===== src/rtl/act_arb_pkg.sv =====
// act_arb_pkg: shared sizes and result types for the activation-unit arbiter
//   NUM_REQ  number of requesters sharing the activation unit
//   DATA_W   signed pixel width
//   ID_W     requester id width
package act_arb_pkg;
  localparam int NUM_REQ = 4;
  localparam int DATA_W = 22;
  localparam int ID_W = (NUM_REQ > 1) ? $clog2(NUM_REQ) : 1;
  typedef logic signed [DATA_W-1:0] pixel_t;
  typedef logic [ID_W-1:0] req_id_t;
  typedef struct packed {
    pixel_t data;
    req_id_t id;
  } result_entry_t;
endpackage


===== src/rtl/act_arb_result_fifo.sv =====
// act_arb_result_fifo: synchronous FIFO of tagged activation results
//   clk, rst      clock, synchronous active-low reset
//   push, wr_data write one entry (caller guarantees not full unless popping)
//   pop, rd_data  head entry, consumed on pop (caller guarantees not empty)
//   count         occupancy; full/empty flags
module act_arb_result_fifo
  import act_arb_pkg::*;
#(
  parameter int DEPTH = 4
) (
  input  logic                   clk,
  input  logic                   rst,
  input  logic                   push,
  input  result_entry_t          wr_data,
  input  logic                   pop,
  output result_entry_t          rd_data,
  output logic [$clog2(DEPTH):0] count,
  output logic                   full,
  output logic                   empty
);
  localparam int AW = $clog2(DEPTH);
  logic [AW-1:0] wr_q, wr_d, rd_q, rd_d;
  logic [AW:0] cnt_q, cnt_d;
  result_entry_t mem_q [DEPTH];
  always_comb begin
    wr_d = push ? wr_q + AW'(1) : wr_q;
    rd_d = pop ? rd_q + AW'(1) : rd_q;
    cnt_d = cnt_q + (AW+1)'(push) - (AW+1)'(pop);
  end
  always_ff @(posedge clk) begin
    if (!rst) begin
      wr_q <= '0;
      rd_q <= '0;
      cnt_q <= '0;
      for (int i = 0; i < DEPTH; i++) mem_q[i] <= '0;
    end else begin
      wr_q <= wr_d;
      rd_q <= rd_d;
      cnt_q <= cnt_d;
      if (push) mem_q[wr_q] <= wr_data;
    end
  end
  assign rd_data = mem_q[rd_q];
  assign count = cnt_q;
  assign full = cnt_q == (AW+1)'(DEPTH);
  assign empty = cnt_q == '0;
endmodule


===== src/rtl/act_unit_arbiter.sv =====
// act_unit_arbiter: round-robin sharing of one ReLU unit with tagged, credit-bounded result return
//   clk, rst                       clock, synchronous active-low reset
//   req_valid/req_data/req_ready   per-requester pixel handshake
//   act_pixel_valid/act_pixel_in   issue to the activation unit
//   act_result_valid/act_result_out results from the activation unit
//   out_valid/out_data/out_id/out_ready  tagged result stream
//   err_sync                       sticky: untagged result or overflowing push
//   grant_count                    per-requester saturating handshake counters (ACT_ARB_STATS_EN only)
module act_unit_arbiter
  import act_arb_pkg::*;
#(
  parameter int ACT_LAT = 1,
  parameter int FIFO_DEPTH = 4
) (
  input  logic                             clk,
  input  logic                             rst,
  input  logic [NUM_REQ-1:0]               req_valid,
  input  logic [NUM_REQ-1:0][DATA_W-1:0]   req_data,
  output logic [NUM_REQ-1:0]               req_ready,
  output logic                             act_pixel_valid,
  output logic [DATA_W-1:0]                act_pixel_in,
  input  logic                             act_result_valid,
  input  logic [DATA_W-1:0]                act_result_out,
  output logic                             out_valid,
  output logic [DATA_W-1:0]                out_data,
  output logic [ID_W-1:0]                  out_id,
  input  logic                             out_ready,
`ifdef ACT_ARB_STATS_EN
  output logic [NUM_REQ-1:0][15:0]         grant_count,
`endif
  output logic                             err_sync
);
  localparam int CW = $clog2(FIFO_DEPTH) + 1;
  req_id_t rr_q, rr_d, win, idx;
  logic found, issue_ok, hs, push_req, push, pop, full, empty;
  logic err_q, err_d, act_v_q, act_v_d;
  logic [DATA_W-1:0] act_d_q, act_d_d;
  logic [CW-1:0] fifo_count, in_flight_q, in_flight_d;
  logic [ACT_LAT:0] tag_v_q, tag_v_d;
  logic [ACT_LAT:0][ID_W-1:0] tag_id_q, tag_id_d;
  result_entry_t wr_e, head;
  // scanning downward leaves the lowest offset from the pointer as the winner
  always_comb begin
    win = '0;
    idx = '0;
    found = 1'b0;
    for (int i = NUM_REQ - 1; i >= 0; i--) begin
      idx = req_id_t'((int'(rr_q) + i) % NUM_REQ);
      if (req_valid[idx]) begin
        found = 1'b1;
        win = idx;
      end
    end
  end
  // credit covers pixels inside the non-stallable unit plus buffered results
  always_comb begin
    issue_ok = (CW+1)'(in_flight_q) + (CW+1)'(fifo_count) < (CW+1)'(FIFO_DEPTH);
    hs = found & issue_ok;
    req_ready = hs ? NUM_REQ'(1) << win : '0;
    rr_d = !hs ? rr_q : (int'(win) == NUM_REQ - 1) ? '0 : win + ID_W'(1);
    act_v_d = hs;
    act_d_d = hs ? req_data[win] : act_d_q;
    tag_v_d[0] = hs;
    tag_id_d[0] = win;
    for (int i = 1; i <= ACT_LAT; i++) begin
      tag_v_d[i] = tag_v_q[i-1];
      tag_id_d[i] = tag_id_q[i-1];
    end
    pop = ~empty & out_ready;
    push_req = act_result_valid & tag_v_q[ACT_LAT];
    push = push_req & (~full | pop);
    wr_e.data = act_result_out;
    wr_e.id = tag_id_q[ACT_LAT];
    in_flight_d = in_flight_q + CW'(hs) - CW'(push_req);
    err_d = err_q | (act_result_valid & ~tag_v_q[ACT_LAT]) | (push_req & ~push);
  end
  always_ff @(posedge clk) begin
    if (!rst) begin
      rr_q <= '0;
      act_v_q <= 1'b0;
      act_d_q <= '0;
      tag_v_q <= '0;
      tag_id_q <= '0;
      in_flight_q <= '0;
      err_q <= 1'b0;
    end else begin
      rr_q <= rr_d;
      act_v_q <= act_v_d;
      act_d_q <= act_d_d;
      tag_v_q <= tag_v_d;
      tag_id_q <= tag_id_d;
      in_flight_q <= in_flight_d;
      err_q <= err_d;
    end
  end
  act_arb_result_fifo #(.DEPTH(FIFO_DEPTH)) u_fifo (
    .clk(clk), .rst(rst), .push(push), .wr_data(wr_e), .pop(pop),
    .rd_data(head), .count(fifo_count), .full(full), .empty(empty)
  );
  assign act_pixel_valid = act_v_q;
  assign act_pixel_in = act_d_q;
  assign out_valid = ~empty;
  assign out_data = head.data;
  assign out_id = head.id;
  assign err_sync = err_q;
`ifdef ACT_ARB_STATS_EN
  logic [NUM_REQ-1:0][15:0] grant_q, grant_d;
  always_comb begin
    grant_d = grant_q;
    for (int i = 0; i < NUM_REQ; i++)
      if (hs && int'(win) == i && grant_q[i] != 16'hFFFF) grant_d[i] = grant_q[i] + 16'd1;
  end
  always_ff @(posedge clk) grant_q <= !rst ? '0 : grant_d;
  assign grant_count = grant_q;
`endif
endmodule


===== config.mk =====
export PLATFORM = sky130hd
export DESIGN_NAME = act_unit_arbiter
export DESIGN_NICKNAME = d
export VERILOG_FILES = /design/src/rtl/act_arb_pkg.sv /design/src/rtl/act_arb_result_fifo.sv /design/src/rtl/act_unit_arbiter.sv
export SDC_FILE = /design/constraint.sdc
export NUM_CORES = 1
export LEC_CHECK = 0
export ABC_AREA = 1
export CELL_PAD_IN_SITES_DETAIL_PLACEMENT = 1
export CELL_PAD_IN_SITES_GLOBAL_PLACEMENT = 2
export CORE_ASPECT_RATIO = 0.5
export CORE_UTILIZATION = 29
export DETAILED_ROUTE_END_ITERATION = 16
export PLACE_DENSITY = 0.85
export SYNTH_ARGS = -nofsm -noshare
export SYNTH_HDL_FRONTEND = slang
export SYNTH_SLANG_ARGS = --single-unit

===== constraint.sdc =====
create_clock -name clk -period 3.98 [get_ports clk]
set_clock_uncertainty 0.05 [all_clocks]
set_input_delay 0.796 -clock clk [delete_from_list [all_inputs] [get_ports clk]]
set_output_delay 0.796 -clock clk [all_outputs]
set_load 0.02 [all_outputs]

* Word level (Yosys, flattened, before mapping)
Memory sizes are Yosys's and may differ from the RTL's. A register that Yosys moved wholly into a read port is not among the register bits.
Index checks and enable logic that the tools add are counted.
** Storage, ports and cells
- Register bits :: 42
- Memories :: 1
- Output and inout bits :: 53
- RAM bits :: 96
- Word-level logic and storage cells :: 76
- Input port bits :: 118
** Memories
- u_fifo.mem_q :: depth 4, width 24, rd ports 1, clocked after memory_dff 1, wr ports 4, RTL line act_arb_result_fifo.sv:24 : result_entry_t mem_q [DEPTH];
** Operators by class
- Reduce and logical (&&, ||, !) cells :: 2
- Equal/unequal tests :: 2
- Add/sub/neg operators :: 11
- Order comparisons :: 6
- Muxes and demuxes :: 29
- Shifts and indexed selects :: 1
- Bitwise operators :: 13
** Operators by type and width (count)
- 22-bit binary-select mux with 2-bit select :: 1
- 24-bit 2-to-1 mux :: 1
- 24-bit OR reduction :: 1
- 22-bit 2-to-1 mux :: 1
- 2-bit 2-to-1 mux :: 8
- 2-bit by 3-bit < comparator with 1-bit output (second input constant) :: 5
- 1-bit 2-to-1 mux :: 13
- 2-bit by 1-bit adder with 2-bit output (second input constant) :: 4
- 1-bit binary-select mux with 2-bit select :: 4
- 3-bit by 1-bit adder with 3-bit output :: 2
- 1-bit bitwise AND :: 6
- 3-bit by 1-bit subtractor with 3-bit output :: 2
- 2-bit adder (second input constant) :: 2
- 3-bit by 3-bit adder with 4-bit output :: 1
- 4-bit by 3-bit < comparator with 1-bit output (second input constant) :: 1
- 4-bit 2-to-1 mux :: 1
- 1-bit inverter :: 4
- 1-bit by 2-bit << shifter with 4-bit output (first input constant) :: 1
- 3-bit equality test (second input constant) :: 1
- 3-bit logical NOT :: 1
- 1-bit bitwise OR :: 3
- 2-bit by 1-bit equality test with 1-bit output (second input constant) :: 1

* Longest topological paths before layout
- Depth after elaboration :: 10
- Mapped depth :: 18
- Gate-level depth less buffers :: 15

* Cells and area by module
From an unflattened synthesis, not the netlist that was laid out.
** Unflattened totals
- Cells, all modules :: 818
- Area, all modules :: 7073.0 µm²
** Modules (own cells, without submodules)
- act_arb_result_fifo :: cells each 462, sequential area each 3062.9 µm², area each 4794.6 µm², times used 1
- act_unit_arbiter :: cells each 356, sequential area each 680.7 µm², area each 2278.4 µm², times used 1

* Worst setup path after synthesis
OpenSTA, ideal clock, no wires.
- Path kind :: in2reg
- Start point :: input out_ready
- End point :: memory u_fifo.mem_q[3][0] (netlist name), enable pin
- Required time :: 3.488 ns
- Setup slack :: 0.580 ns
- Setup time :: 0.442 ns
- Data arrival time :: 2.908 ns
- Cell stages on the path :: 4
- Buffers on the path :: 0
- Cell sequence :: nand2_1 > nand3_1 > nand2_1 > o31ai_1
** RTL lines
- from (decl) :: RTL line act_unit_arbiter.sv:27 : input logic out_ready,
- to (decl) :: RTL line act_arb_result_fifo.sv:24

* Final worst setup path
- Start point :: input req_valid[0]
- End point :: output req_ready[0]
** On the way
- Longest elaborated chain between the ends :: 8
- Elaborated cells on any way between the ends :: 19
- Those cells by class :: shift: 1; mux: 17; bitwise: 1
** Ends and longest elaborated chain
- from (decl) :: RTL line act_unit_arbiter.sv:17 : input logic [NUM_REQ-1:0] req_valid,
- 1-bit binary-select mux with 2-bit select :: RTL line act_unit_arbiter.sv:49 : if (req_valid[idx]) begin
- 1-bit 2-to-1 mux (implied by the code) :: RTL line act_unit_arbiter.sv:49
- 2-bit 2-to-1 mux / 1-bit 2-to-1 mux (equally long branches) (4 in series) :: RTL line act_unit_arbiter.sv:49
- 1-bit by 2-bit << shifter with 4-bit output / 1-bit bitwise AND (equally long branches) :: RTL line act_unit_arbiter.sv:59, act_unit_arbiter.sv:58
- 4-bit 2-to-1 mux (*) :: RTL line act_unit_arbiter.sv:59 : req_ready = hs ? NUM_REQ'(1) << win : '0;
- to (decl) :: RTL line act_unit_arbiter.sv:19 : output logic [NUM_REQ-1:0] req_ready,
Every way passes the cells marked *; elsewhere a longest branch is shown, timed or not. The select of a mux whose other input is x is not followed.

==> flow_metrics.py <==
metrics = {
    "outcome": {
        "status": "complete, no violations",
    },
    "power": {
        "total_power_mw": 7.303,
        "power_density_nw_per_um2": 731.9,
        "ir_drop_v": 0.0004660,
        "cellLeakagePower_nw": 4.535,
    },
    "sta": {
        "fin_ws_ps": 188.1,
        "timing.fmax_mhz": 263.7,
        "rsz0062_at_grt": "no",
        "period_minus_slack_ps": 3792,
        "tightestPinTransition_ps": 1024,
        "final_max_slew_viol_count": 0,
        "post-route-period-util": 0.9527,
        "hold_violations": 0,
        "slew_headroom": 0.3167,
        "setup_viol": 0,
        "setup_tns_ps": 0,
    },
    "cts": {
        "postCtsSetupBuffers": 0,
        "htree_levels": 4,
        "clock_latency_ps": 430,
        "clkSinkCount": 139,
        "cts_tree": "built",
        "cts-root-buf": "clkbuf_16",
        "clk_transition_reported_paths_ps": 60,
        "clockBufferDepth": 2,
        "cts_made_buffers": 17,
    },
    "route": {
        "dr.pass1.iters": 4,
        "wl_per_cell_um": 15.35,
        "met3WireLength_um": 522,
        "num_vias": 6599,
        "wirelength_mm": 22.23,
        "ant_nets": 0,
        "drc": 0,
        "route.met2.wl_mm": 11.70,
        "first_iter_violations": 290,
        "wl_met1_mm": 9.655,
        "avgViaCountPerCell": 4.557,
        "top_layer": "met4",
    },
    "die": {
        "start_util": 0.2998,
        "die_w_um": 226.3,
        "fp.dieArea_um2": 25830,
        "placementRows": 40,
        "fp.dieH_um": 114.1,
        "coreArea_um2": 24320,
        "ioPinCount": 171,
    },
    "place": {
        "place_congestion": 0.7997,
        "placed_area_um2": 9360,
        "pre_cts_slack_ps": 94.89,
        "dp_hpwl_mm": 14.86,
        "io_buffers": 170,
    },
    "logic_synthesis": {
        "synth_warnings": 0,
        "avgSynthCellArea_um2": 7.767,
        "ys_types": 29,
        "syn_area_um2": 7293,
        "synth_mux_area_frac": 0,
        "synth_xor_area_frac": 0.002402,
        "synthSimpleGateAreaFrac": 0.2529,
        "synth_fa_ha_area_frac": 0.02265,
        "synth_nets": 1069,
        "synth_compound_area_frac": 0.06914,
        "yosysSeqAreaShare": 0.5133,
        "netlist_instances": 939,
        "synth_top_family_by_area": "simple AND/OR/NAND/NOR gates",
        "synth_seq_cells": 139,
    },
    "setup_path": {
        "max_stage_delay_ps": 620,
        "path_class": "input port to output port",
        "crit_path_frequent_cell": "nand2_1",
        "crit_chain": "clkdlybuf4s50_1 > nand2_1 > nand2_1 > nand2_1 > nand2_2 > inv_2 > nand3_1 > nand2_1 > nand2_1 > inv_2 > ha_1 > inv_1 > nor2_1 > clkdlybuf4s50_1",
        "worstPathArrival_ps": 2950,
        "ff2ff_path_depth": 13,
        "cp-start-kind": "input port",
        "worstSetupEndpointType": "output port",
        "critPathMaxFanout": 5,
        "critPathRequiredTime_ps": 3130,
        "critPathSlowestCell": "clkdlybuf4s50_1",
    },
    "cells_and_area": {
        "syn_to_final_growth_pct": 36.82,
        "antenna_cells": 0,
        "post-route-util": 0.4102,
        "final_layout_size_suffix_gt1_frac": 0.06565,
        "final_area_um2": 9978,
        "fin_nets": 1229,
        "fillers": 2951,
    },
    "flow_run": {
        "drv_cap": 0,
    },
    "min_path": {
        "min_path_cells": 2,
        "hold_path_class": "flip-flop to flip-flop",
    },
    "global_routing": {
        "antenna_found_initial": 0,
        "track_usage": 0.1803,
        "grt_pass1_vias": 7139,
        "grt_overflow": 0,
        "grt_pass1_wl_mm": 35.82,
        "grt_max_degree": 47,
    },
}
[path summary, 6_finish.rpt]
kind	slack, ps	end	start
worst max-delay path	190	req_ready[0]	req_valid[0]
worst min-delay path	370	tag_id_q[3]$_SDFF_PN0_	tag_id_d[3]$_SDFF_PN0_
worst max register to register	1380	in_flight_q[2]$_SDFF_PN0_	rr_q[0]$_SDFFE_PN0P_
worst min register to register	370	tag_id_q[3]$_SDFF_PN0_	tag_id_d[3]$_SDFF_PN0_
[Yosys cell counts]
library cell / instances / area, um^2
o21ai_0: 56 / 280.3
buf_2: 18 / 90.09
ha_1: 10 / 125.1
buf_1: 1 / 3.750
inv_6: 1 / 8.760
fa_1: 2 / 40.04
o21a_1: 1 / 7.510
inv_1: 195 / 732.0
a21oi_1: 7 / 35.03
nor4_1: 1 / 6.260
buf_4: 2 / 15.01
edfxtp_1: 96 / 2883
inv_2: 7 / 26.28
nand2_1: 110 / 412.9
or2_2: 2 / 12.51
o21bai_1: 1 / 7.510
clkbuf_1: 23 / 86.33
nand3_1: 118 / 590.6
o22ai_1: 24 / 150.1
buf_6: 5 / 56.30
o21ai_2: 1 / 8.760
nand2_4: 2 / 22.52
nor2_2: 1 / 6.260
o31ai_1: 1 / 7.510
nand2_2: 5 / 31.28
dfxtp_1: 43 / 860.8
xor2_1: 2 / 17.52
nor2_1: 203 / 762.0
a21boi_0: 1 / 7.510
[logic make-up after synthesis]
logic type      after synthesis
flops                       139
simple gates                442
fa+ha+maj                    12
compound gates               92
buf+inv                     252
xor+xnor                      2
[worst max-delay path, delay by kind of cell]
kind          cells  cell delay, ps
simple gates      8             720
buf+inv           5            1290
fa+ha+maj         1             140
[through the flow]
step                      hold slack, ps  std cells
after floorplan                    340.5        939
after global placement             345.6       1416
after detailed placement           359.2       1416
after CTS                          374.7       1448
after global routing               394.5       1448
final                              371.6       1448
[flip-flops by register name, summed over array words and instances (netlist names), named ones only]
name / count
act_pixel_in: 22
err_sync: 1
in_flight_q: 3
rr_q: 2
tag_id_d: 2
tag_id_q: 2
tag_v_q: 2
u_fifo.count: 3
u_fifo.mem_q: 96
u_fifo.rd_q: 2
u_fifo.wr_q: 2
[placed cells by master (no fill, tap or decap), types with 2 or more instances in the layout]
master           synthesis  routed
nand3_1                118     118
fa_1                     2       2
o22ai_1                 24      24
clkdlybuf4s50_1          0     168
clkinv_4                 0       2
dfxtp_1                 43      43
bufinv_16                0       3
o21ai_0                 56      54
clkinvlp_4               0       3
nand2_4                  2       2
inv_6                    1       4
nand2_1                110     110
buf_12                   0       2
inv_1                  195     195
o21ai_2                  1       3
inv_2                    7       7
xor2_1                   2       2
clkbuf_16                0      17
nor2_1                 203     203
nand2_2                  5       5
a21oi_1                  7       7
ha_1                    10      10
dlymetal6s2s_1           0       2
edfxtp_1                96      96
inv_8                    0       2
or2_2                    2       2
buf_4                    2      18
[power by group]
part	total, mW	switching (mW)	internal, mW
logic	3.72	2.35	1.37
clock network	1.68	0.680	0.997
registers	1.90	0.133	1.77
total	7.30	3.16	4.14
[final cells by class]
class,count,area [um^2],share of cell area
Clock buffer,17,425.4,0.04263
Tap cell,336,420.4,0.04213
Inverter,203,767.0,0.07687
Timing Repair Buffer,190,1882,0.1886
Multi-Input combinational cell,548,2552,0.2558
Clock inverter,15,187.7,0.01881
Sequential cell,139,3744,0.3752
[routing by layer]
layer,up-vias,track usage
li1,3257,-
met1,3234,0.2072
met2,80,0.3362
met3,28,0.03593
met4,0,0.05811
met5,-,0
[what timing repair did]
| item | 4_1_cts | 5_1_grt |
|---|---|---|
| setup endpoints to repair | 0 | 2 |
| hold buffers | 0 | 0 |
| gates resized for setup | 0 | 2 |
Power figures use the tool's default switching activity.
